## config.mk

```make
export PLATFORM = sky130hd
export DESIGN_NAME = signed_frame_accumulator
export DESIGN_NICKNAME = d
export VERILOG_FILES = /design/src/rtl/sfa_pkg.sv /design/src/rtl/sign_extend.sv /design/src/rtl/signed_frame_accumulator.sv
export SDC_FILE = /design/constraint.sdc
export NUM_CORES = 1
export LEC_CHECK = 0
export BUFFER_PORTS_ARGS = -buffer_cell sky130_fd_sc_hd__buf_4
export CORE_MARGIN = 1.5
export CORE_UTILIZATION = 55
export CTS_BUF_LIST = sky130_fd_sc_hd__clkbuf_8
export CTS_CLUSTER_SIZE = 14
export DETAILED_ROUTE_END_ITERATION = 10
export GPL_TIMING_DRIVEN = 0
export PLACE_DENSITY = 0.77
export SYNTH_ARGS = -nofsm -noshare
export SYNTH_HDL_FRONTEND = slang
export SYNTH_SLANG_ARGS = --single-unit
```

## constraint.sdc

```tcl
create_clock -name clk -period 5.4 [get_ports clk]
set_input_delay 0 -clock clk [delete_from_list [all_inputs] [get_ports clk]]
set_output_delay 0 -clock clk [all_outputs]
set_load 0.05 [all_outputs]
```

## src/rtl/sfa_pkg.sv

```systemverilog
// sfa_pkg: shared state type and signed-add overflow helper for the frame accumulator.
package sfa_pkg;
  typedef enum logic {ACCUM, HOLD} sfa_state_t;
  function automatic logic sfa_add_ovf(input logic a_sign, input logic b_sign, input logic s_sign);
    return (a_sign == b_sign) && (s_sign != a_sign);
  endfunction
endpackage

```

## src/rtl/sign_extend.sv

```systemverilog
// sign_extend: widens a two's-complement value by replicating its sign bit.
module sign_extend #(
  parameter int NUM_INPUTS = 8,
  parameter int NUM_OUTPUTS = 16
) (
  input  logic [NUM_INPUTS-1:0]  in_bits,
  output logic [NUM_OUTPUTS-1:0] out_bits
);
  assign out_bits = {{(NUM_OUTPUTS-NUM_INPUTS){in_bits[NUM_INPUTS-1]}}, in_bits};
endmodule

```

## src/rtl/signed_frame_accumulator.sv

```systemverilog
// signed_frame_accumulator: sums NUM_SAMPLES sign-extended samples per frame, with sticky overflow.
module signed_frame_accumulator
  import sfa_pkg::*;
#(
  parameter int IN_W = 16,
  parameter int ACC_W = 32,
  parameter int NUM_SAMPLES = 4
) (
  input  logic             clk,
  input  logic             rst_n,
  input  logic             clr,
  input  logic             in_valid,
  output logic             in_ready,
  input  logic [IN_W-1:0]  in_data,
  output logic             out_valid,
  input  logic             out_ready,
  output logic [ACC_W-1:0] out_data,
  output logic             out_ovf
);
  localparam int CNT_W = $clog2(NUM_SAMPLES+1);
  sfa_state_t state, state_nxt;
  logic [ACC_W-1:0] acc, ext, sum;
  logic [CNT_W-1:0] cnt;
  logic ovf, step_ovf, accept, last;
  sign_extend #(.NUM_INPUTS(IN_W), .NUM_OUTPUTS(ACC_W)) u_ext (
    .in_bits (in_data),
    .out_bits(ext)
  );
  assign sum = acc + ext;
  always_comb begin
    in_ready = state == ACCUM;
    out_valid = state == HOLD;
    accept = in_valid && in_ready && !clr;
    last = cnt == CNT_W'(NUM_SAMPLES-1);
    step_ovf = sfa_add_ovf(acc[ACC_W-1], ext[ACC_W-1], sum[ACC_W-1]);
    state_nxt = clr ? ACCUM : out_valid ? (out_ready ? ACCUM : HOLD) : (accept && last ? HOLD : ACCUM);
  end
  always_ff @(posedge clk)
    state <= !rst_n ? ACCUM : state_nxt;
  // clr wipes the frame in progress but leaves the last presented result readable
  always_ff @(posedge clk) begin
    if (!rst_n) begin
      acc <= '0;
      cnt <= '0;
      ovf <= 1'b0;
      out_data <= '0;
      out_ovf <= 1'b0;
    end else if (clr) begin
      acc <= '0;
      cnt <= '0;
      ovf <= 1'b0;
    end else if (accept && last) begin
      out_data <= sum;
      out_ovf <= ovf | step_ovf;
      acc <= '0;
      cnt <= '0;
      ovf <= 1'b0;
    end else if (accept) begin
      acc <= sum;
      cnt <= cnt + 1'b1;
      ovf <= ovf | step_ovf;
    end
  end
endmodule

```

==> results of run 1 <==
layer usage:
layer	track usage (%)	up-vias	wire (µm)	part of all wire, %
li1	-	2054	-	-
met1	35.7	1891	4970	47
met2	42.7	127	4910	46
met3	5.22	18	543	5.1
met4	9.13	0	152	1.4
met5	0	-	0	0
power groups by stage:
stage                     combinational (mW)  clock, mW  sequential (mW)
final                                  0.170      0.460            0.527
after global routing                   0.188      0.497            0.528
after CTS                              0.168      0.466            0.527
after detailed placement               0.166          0            0.539
after global placement                 0.162          0            0.538
after floorplan                        0.121          0            0.538
cell type report:
class	instances	area [µm²]
Clock inverter	4	53.8
Tap cell	99	124
Clock buffer	12	165
Inverter	10	37.5
Fill cell	636	2330
Buffer	24	114
Timing Repair Buffer	56	425
Multi-Input combinational cell	435	2680
Sequential cell	70	1400
worst max-delay path, cell delays in order, from the launching register on:
cell	delay, ns
dfxtp_1	0.32
ha_1	0.22
fa_1	0.44
a211oi_1	0.30
o21ai_1	0.22
nand4_1	0.14
and3_1	0.30
o21bai_2	0.14
a221oi_1	0.55
or4_1	0.20
nand3_1	0.08
state kept, by name, indices dropped and copies added, names as in the netlist:
name / count
acc: 32
out_valid: 1
cnt: 3
ovf: 1
out_data: 32
out_ovf: 1
per-stage QoR:
step / cell area, µm² / util (%) / hold WS, ns
4_1_cts: 5000 / 68.2 / 0.0741
2_1_floorplan: 4230 / - / 0.182
3_3_place_gp: 4760 / 64.9 / 0.276
6_report: 5000 / 68.2 / 0.0641
5_1_grt: 5000 / 68.2 / 0.0590
3_5_place_dp: 4760 / 64.9 / 0.284
placed cells by master (no fill, tap or decap), types with 2 or more instances in the layout:
cell type	synthesis	routed
nand2b_1	5	5
nand2_1	112	112
and4_1	2	2
a2111oi_0	2	2
inv_1	10	10
a21oi_1	51	51
and2_1	3	3
o31ai_1	2	2
nand3_1	21	21
xor2_1	7	7
clkinvlp_4	0	2
nor2_1	33	33
a31oi_1	5	5
and3_1	9	9
o21ai_0	27	27
clkbuf_1	19	19
nand4_1	9	9
a211o_1	2	2
dlygate4sd3_1	0	2
or3_1	4	4
a21o_1	14	14
nor3_1	5	5
dfxtp_1	70	70
ha_1	33	33
a21boi_0	23	23
nor2b_1	4	4
o21a_1	4	4
clkbuf_8	0	12
buf_4	2	56
o211a_1	2	2
buf_6	2	2
o21bai_1	5	5
xnor2_1	17	17
o21ai_1	3	3
a221oi_1	2	2
a211oi_1	9	9
logic make-up (layout without fill, tap and decap cells):
kind of cell	after synthesis	after routing	share of synthesized area, %
and+or+nand+nor	213	213	22.4
DFF	70	70	33.1
adders and majority gates	34	34	10.2
buffers and inverters	34	106	3.58
AOI/OAI and AO/OA	162	162	24.9
xor gates and xnor gates	25	25	5.50
muxes	1	1	0.237
how the worst min path moves through the flow:
stage                   to  slack [ns]  depth (start not counted)
2_1_floorplan    out_valid        0.18                          2
3_3_place_gp     out_valid        0.28                          3
3_5_place_dp     out_valid        0.28                          3
4_1_cts        out_data[0]        0.07                          4
5_1_grt             acc[0]        0.06                          4
6_report            acc[0]        0.06                          4
what timing repair did:
item,in CTS,in global routing
endpoints found under the setup margin,0,0
hold endpoints to repair,1,0
hold buffers,2,0
==> reports/metrics.cfg, run 1 <==
[clocking]
cts_made_buffers=9
worstSkewPairLatency_ns=0.36
clkSinkCount=70
cts_tree=yes
postCtsSetupRepairBufs=0
clock_path_buffers=2
ctsResizeCount=0
htree_levels=3
cts_root_buf=clkbuf_8
clk_pin_slew_ns=0.08

[die]
die_x_um=90.7
core_area_um2=7330
start_util_pct=57.7
num_rows=31
io_pins=56
die_h_um=90.7
dieArea_um2=8230

[logic_synthesis]
synth_most_common_cell=nand2_1
syn-num-nets=594
netlist.area_leader.share_pct=33.1
ys_async_sr_fraction_pct=0
syn_avg_cell_area_um2=7.85
synth_edf_count=0
netlist_top_cells_count=nand2_1, dfxtp_1, a21oi_1
syn_inst=539
synth.distinct_cells=54
synth_area_leaders=dfxtp_1, nand2_1, ha_1, a21oi_1, a21boi_0
synth-warning-count=0
ys_ff_latch=70
synth_area_um2=4230
ys.flop_type=dfxtp_1
synth_area_leader_cell=dfxtp_1
seq_area_frac_synth_pct=33.1

[sta]
setup_viol=0
fin_crit_sh_pct=55.8
skew_ns=0.00806
fin_tns_setup_ns=0
fmax_mhz=332
max_slew_margin_pct=58.4
setup_ws_ns=2.39
tightestPinTransition_ns=0.625
final-max-slew-violation-count=0
min_period_ns=3.01
finalHoldViolCount=0
rsz0062_at_grt=no

[critical_path]
arrival_ns=3.26
r2r-start=acc[0]
endpoint_kind=flip-flop
crit_fanout=5
cp-startpoint=acc[0]
endpoint=acc[30]
criticalPathCategory=flip-flop to flip-flop
reg2reg_depth=10
reg2reg_to=acc[30]
rrSetupSlack_ns=2.39
cp.required_ns=5.64
start_kind=flip-flop

[routing]
drtIter0Drc=203
detail-route-antenna-nets=0
via_per_inst=5.76
routedWlPerCell_um=14.9
via_count=4090
drt_wl_total_um=10600
route.detailed.drc=0
dr.pass1.iters=5

[power_and_ir_drop]
clock_power_share_pct=39.8
total_power_mw=1.16
vdd_drop_max_mv=0.153
p_switching_mw=0.315
pwr-share-comb_pct=14.7
p_leak_nw=2.14
p_seq_share_pct=45.5
powerDensity_nw_per_um2=231
swShare_pct=27.2
internal_power_mw=0.842

[run_status]
status=completed

[cells_and_area]
antenna_cells=0
syn_to_final_growth_pct=18.2
stdcell_count=710
fin_nets=661
drive_gt1_share_pct=13.6

[flow_run]
drv_cap=0

[global_routing]
overflow=0
grt.total_usage_pct=26.7
grt_pass1_wl_um=17800
grt_pass1_vias=3835
grt_max_degree=21
antenna_found_initial=0

[place]
io_buffer_count=54
dp_cells=692
place_hpwl_um=7740
place.gp.congestion=0.897
dpl_worst_slack_ns=2.49

[min_path]
hold_path.class=input pin to flip-flop
min-delay-start=in_data[0]

Note: power is estimated with default switching activity, not from simulation.
==> run 2, diff against run 1 <==
- clock period: 5.4 -> 2.9 ns (I/O delays scaled with it)
==> run 2 against run 1 <==
Net effect: sequential share of layout area fell by 0.33 points; critical path depth did not move; worst hold slack improved by 0.0058 ns; fmax rose by 10%; utilization rose by 0.80 points; total power rose by 87%; flip-flop and latch count did not move; global-route usage did not move; clock skew rose by 0.0041 ns.
==> reports/metrics.cfg, run 2 (synthesis gave the netlist of run 1 again) <==
[cells_and_area]
most-common-layout-cells=nand2_1, dfxtp_1, buf_4
drive_gt1_share_pct=15.0  ; +1.4 points
antenna_cells=0  ; unchanged
final_common_cell=nand2_1
syn_to_final_growth_pct=19.5
reg_top3=acc x32, out_data x32, cnt x3
stdcell_count=711  ; +0.14%
fillers=627  ; -1.4%
finalInstanceArea_um2=5060  ; +1.2%
fin_nets=662  ; +0.15%
final_util_pct=69.0  ; +0.80 points

[routing]
route.detailed.drc=0  ; unchanged
via_per_inst=5.74  ; -0.29%
drtIter0Drc=174  ; -14%
detail-route-antenna-nets=0  ; unchanged
via_count=4084  ; -0.15%
routedWlPerCell_um=15.0  ; +0.96%
dr.pass1.iters=4  ; -1
drt_wl_total_um=10700  ; +1.1%

[place]
place.gp.congestion=0.897  ; unchanged
io_buffer_count=54  ; unchanged
dp_cells=692  ; unchanged
place_area_um2=4760  ; unchanged
place_hpwl_um=7740  ; unchanged

[power_and_ir_drop]
vdd_drop_max_mv=0.283  ; +85%
total_power_mw=2.16  ; +87%
powerDensity_nw_per_um2=428  ; +85%
p_leak_nw=2.16  ; +0.74%

[flow_run]
drv_cap=0  ; unchanged

[die]
die_h_um=90.7  ; unchanged
num_rows=31  ; unchanged
core_area_um2=7330  ; unchanged
dieArea_um2=8230  ; unchanged
die_x_um=90.7  ; unchanged
io_pins=56  ; unchanged
start_util_pct=57.7  ; unchanged

[sta]
setup_viol=0  ; unchanged
tightestPinTransition_ns=0.631  ; +0.00608 ns
final-max-slew-violation-count=0  ; unchanged
fin_crit_sh_pct=94.4  ; +39 points
fin_tns_setup_ns=0  ; unchanged
skew_ns=0.0122  ; +0.00410 ns
max_slew_margin_pct=57.9  ; -0.41 points
rsz0062_at_grt=no
finalHoldViolCount=0  ; unchanged
min_period_ns=2.74  ; -0.277 ns
fmax_mhz=365  ; +10%

[critical_path]
endpoint_kind=flip-flop
path_cells=ha_1 > fa_1 > a211oi_2 > o21ai_2 > nand4_1 > and3_1 > o21bai_2 > a211oi_1 > xor2_1 > o21ai_0
cp.required_ns=3.14  ; -2.50 ns
crit_fanout=5  ; unchanged
rrSetupSlack_ns=0.16  ; -2.22 ns
start_kind=flip-flop
critPathMaxStageDelay_ns=0.45  ; -0.10 ns
criticalPathCategory=flip-flop to flip-flop
arrival_ns=2.98  ; -0.28 ns
cp_slowest_cell=fa_1

[global_routing]
antenna_found_initial=0  ; unchanged
grt_max_degree=21  ; unchanged
grt.total_usage_pct=26.7  ; unchanged
overflow=0  ; unchanged
grt_pass1_wl_um=17800  ; unchanged
grt_pass1_vias=3826  ; -0.23%

[run_status]
status=completed

[clocking]
clock_path_buffers=2  ; unchanged
cts_root_buf=clkbuf_8
worstSkewPairLatency_ns=0.35  ; about the same
cts_tree=yes
clk_pin_slew_ns=0.08  ; about the same
cts_made_buffers=9  ; unchanged
htree_levels=3  ; unchanged
clkSinkCount=70  ; unchanged

[min_path]
hold_path.class=input pin to flip-flop

[run 2: stage by stage]
stage               hold slack [ns]  worst slack, ns
finish                       0.0699            0.163
global route                 0.0605           0.0180
CTS                          0.0741           0.0394
detailed placement            0.284         -0.00504
global placement              0.276           0.0449
floorplan                     0.182            0.410
[run 2: report_power, final]
group,switching (mW),internal [mW]
registers,0.00737,0.974
logic,0.197,0.128
clock network,0.390,0.469
[run 2: per-layer routing]
metal	global-route usage, %	share of wire [%]	vias up
met3	5.39	4.7	12
met5	0	0	-
met2	42.7	47	105
met1	35.6	47	1914
met4	8.99	0.97	0
li1	-	-	2053
[run 2: final timing paths]
check | startpoint | to | cells past startpoint
setup / recovery | acc[0] | out_data[26] | 10
hold / removal | in_data[0] | acc[0] | 4
setup reg to reg | acc[0] | out_data[26] | 10
hold reg to reg | acc[16] | acc[16] | 2
[run 2: worst max-delay path, delay by kind of cell (launching register included)]
| family | cells | cell delay (ns) |
|---|---|---|
| xor+xnor | 1 | 0.19 |
| simple gates | 2 | 0.42 |
| fa+ha+maj | 2 | 0.67 |
| compound gates | 5 | 1.02 |
| flops | 1 | 0.32 |
[run 2: cell type report]
cell class	instances	area (µm²)	share of cell area (%)
plain buffers	24	114	2.25
clock buffers	12	165	3.26
clock inverters	4	53.8	1.06
inverters	10	37.5	0.742
multi-input cells	435	2730	54.0
flip-flops and latches	70	1400	27.7
well taps	99	124	2.45
repair buffers	57	433	8.56
[run 2: repair_timing]
item | in CTS | in global routing
hold buffers | 2 | 0
hold endpoints to repair | 1 | 0
gates resized for setup | 1 | 10
setup endpoints to repair | 2 | 11
pin swaps | 0 | 1
buffers inserted | 0 | 1
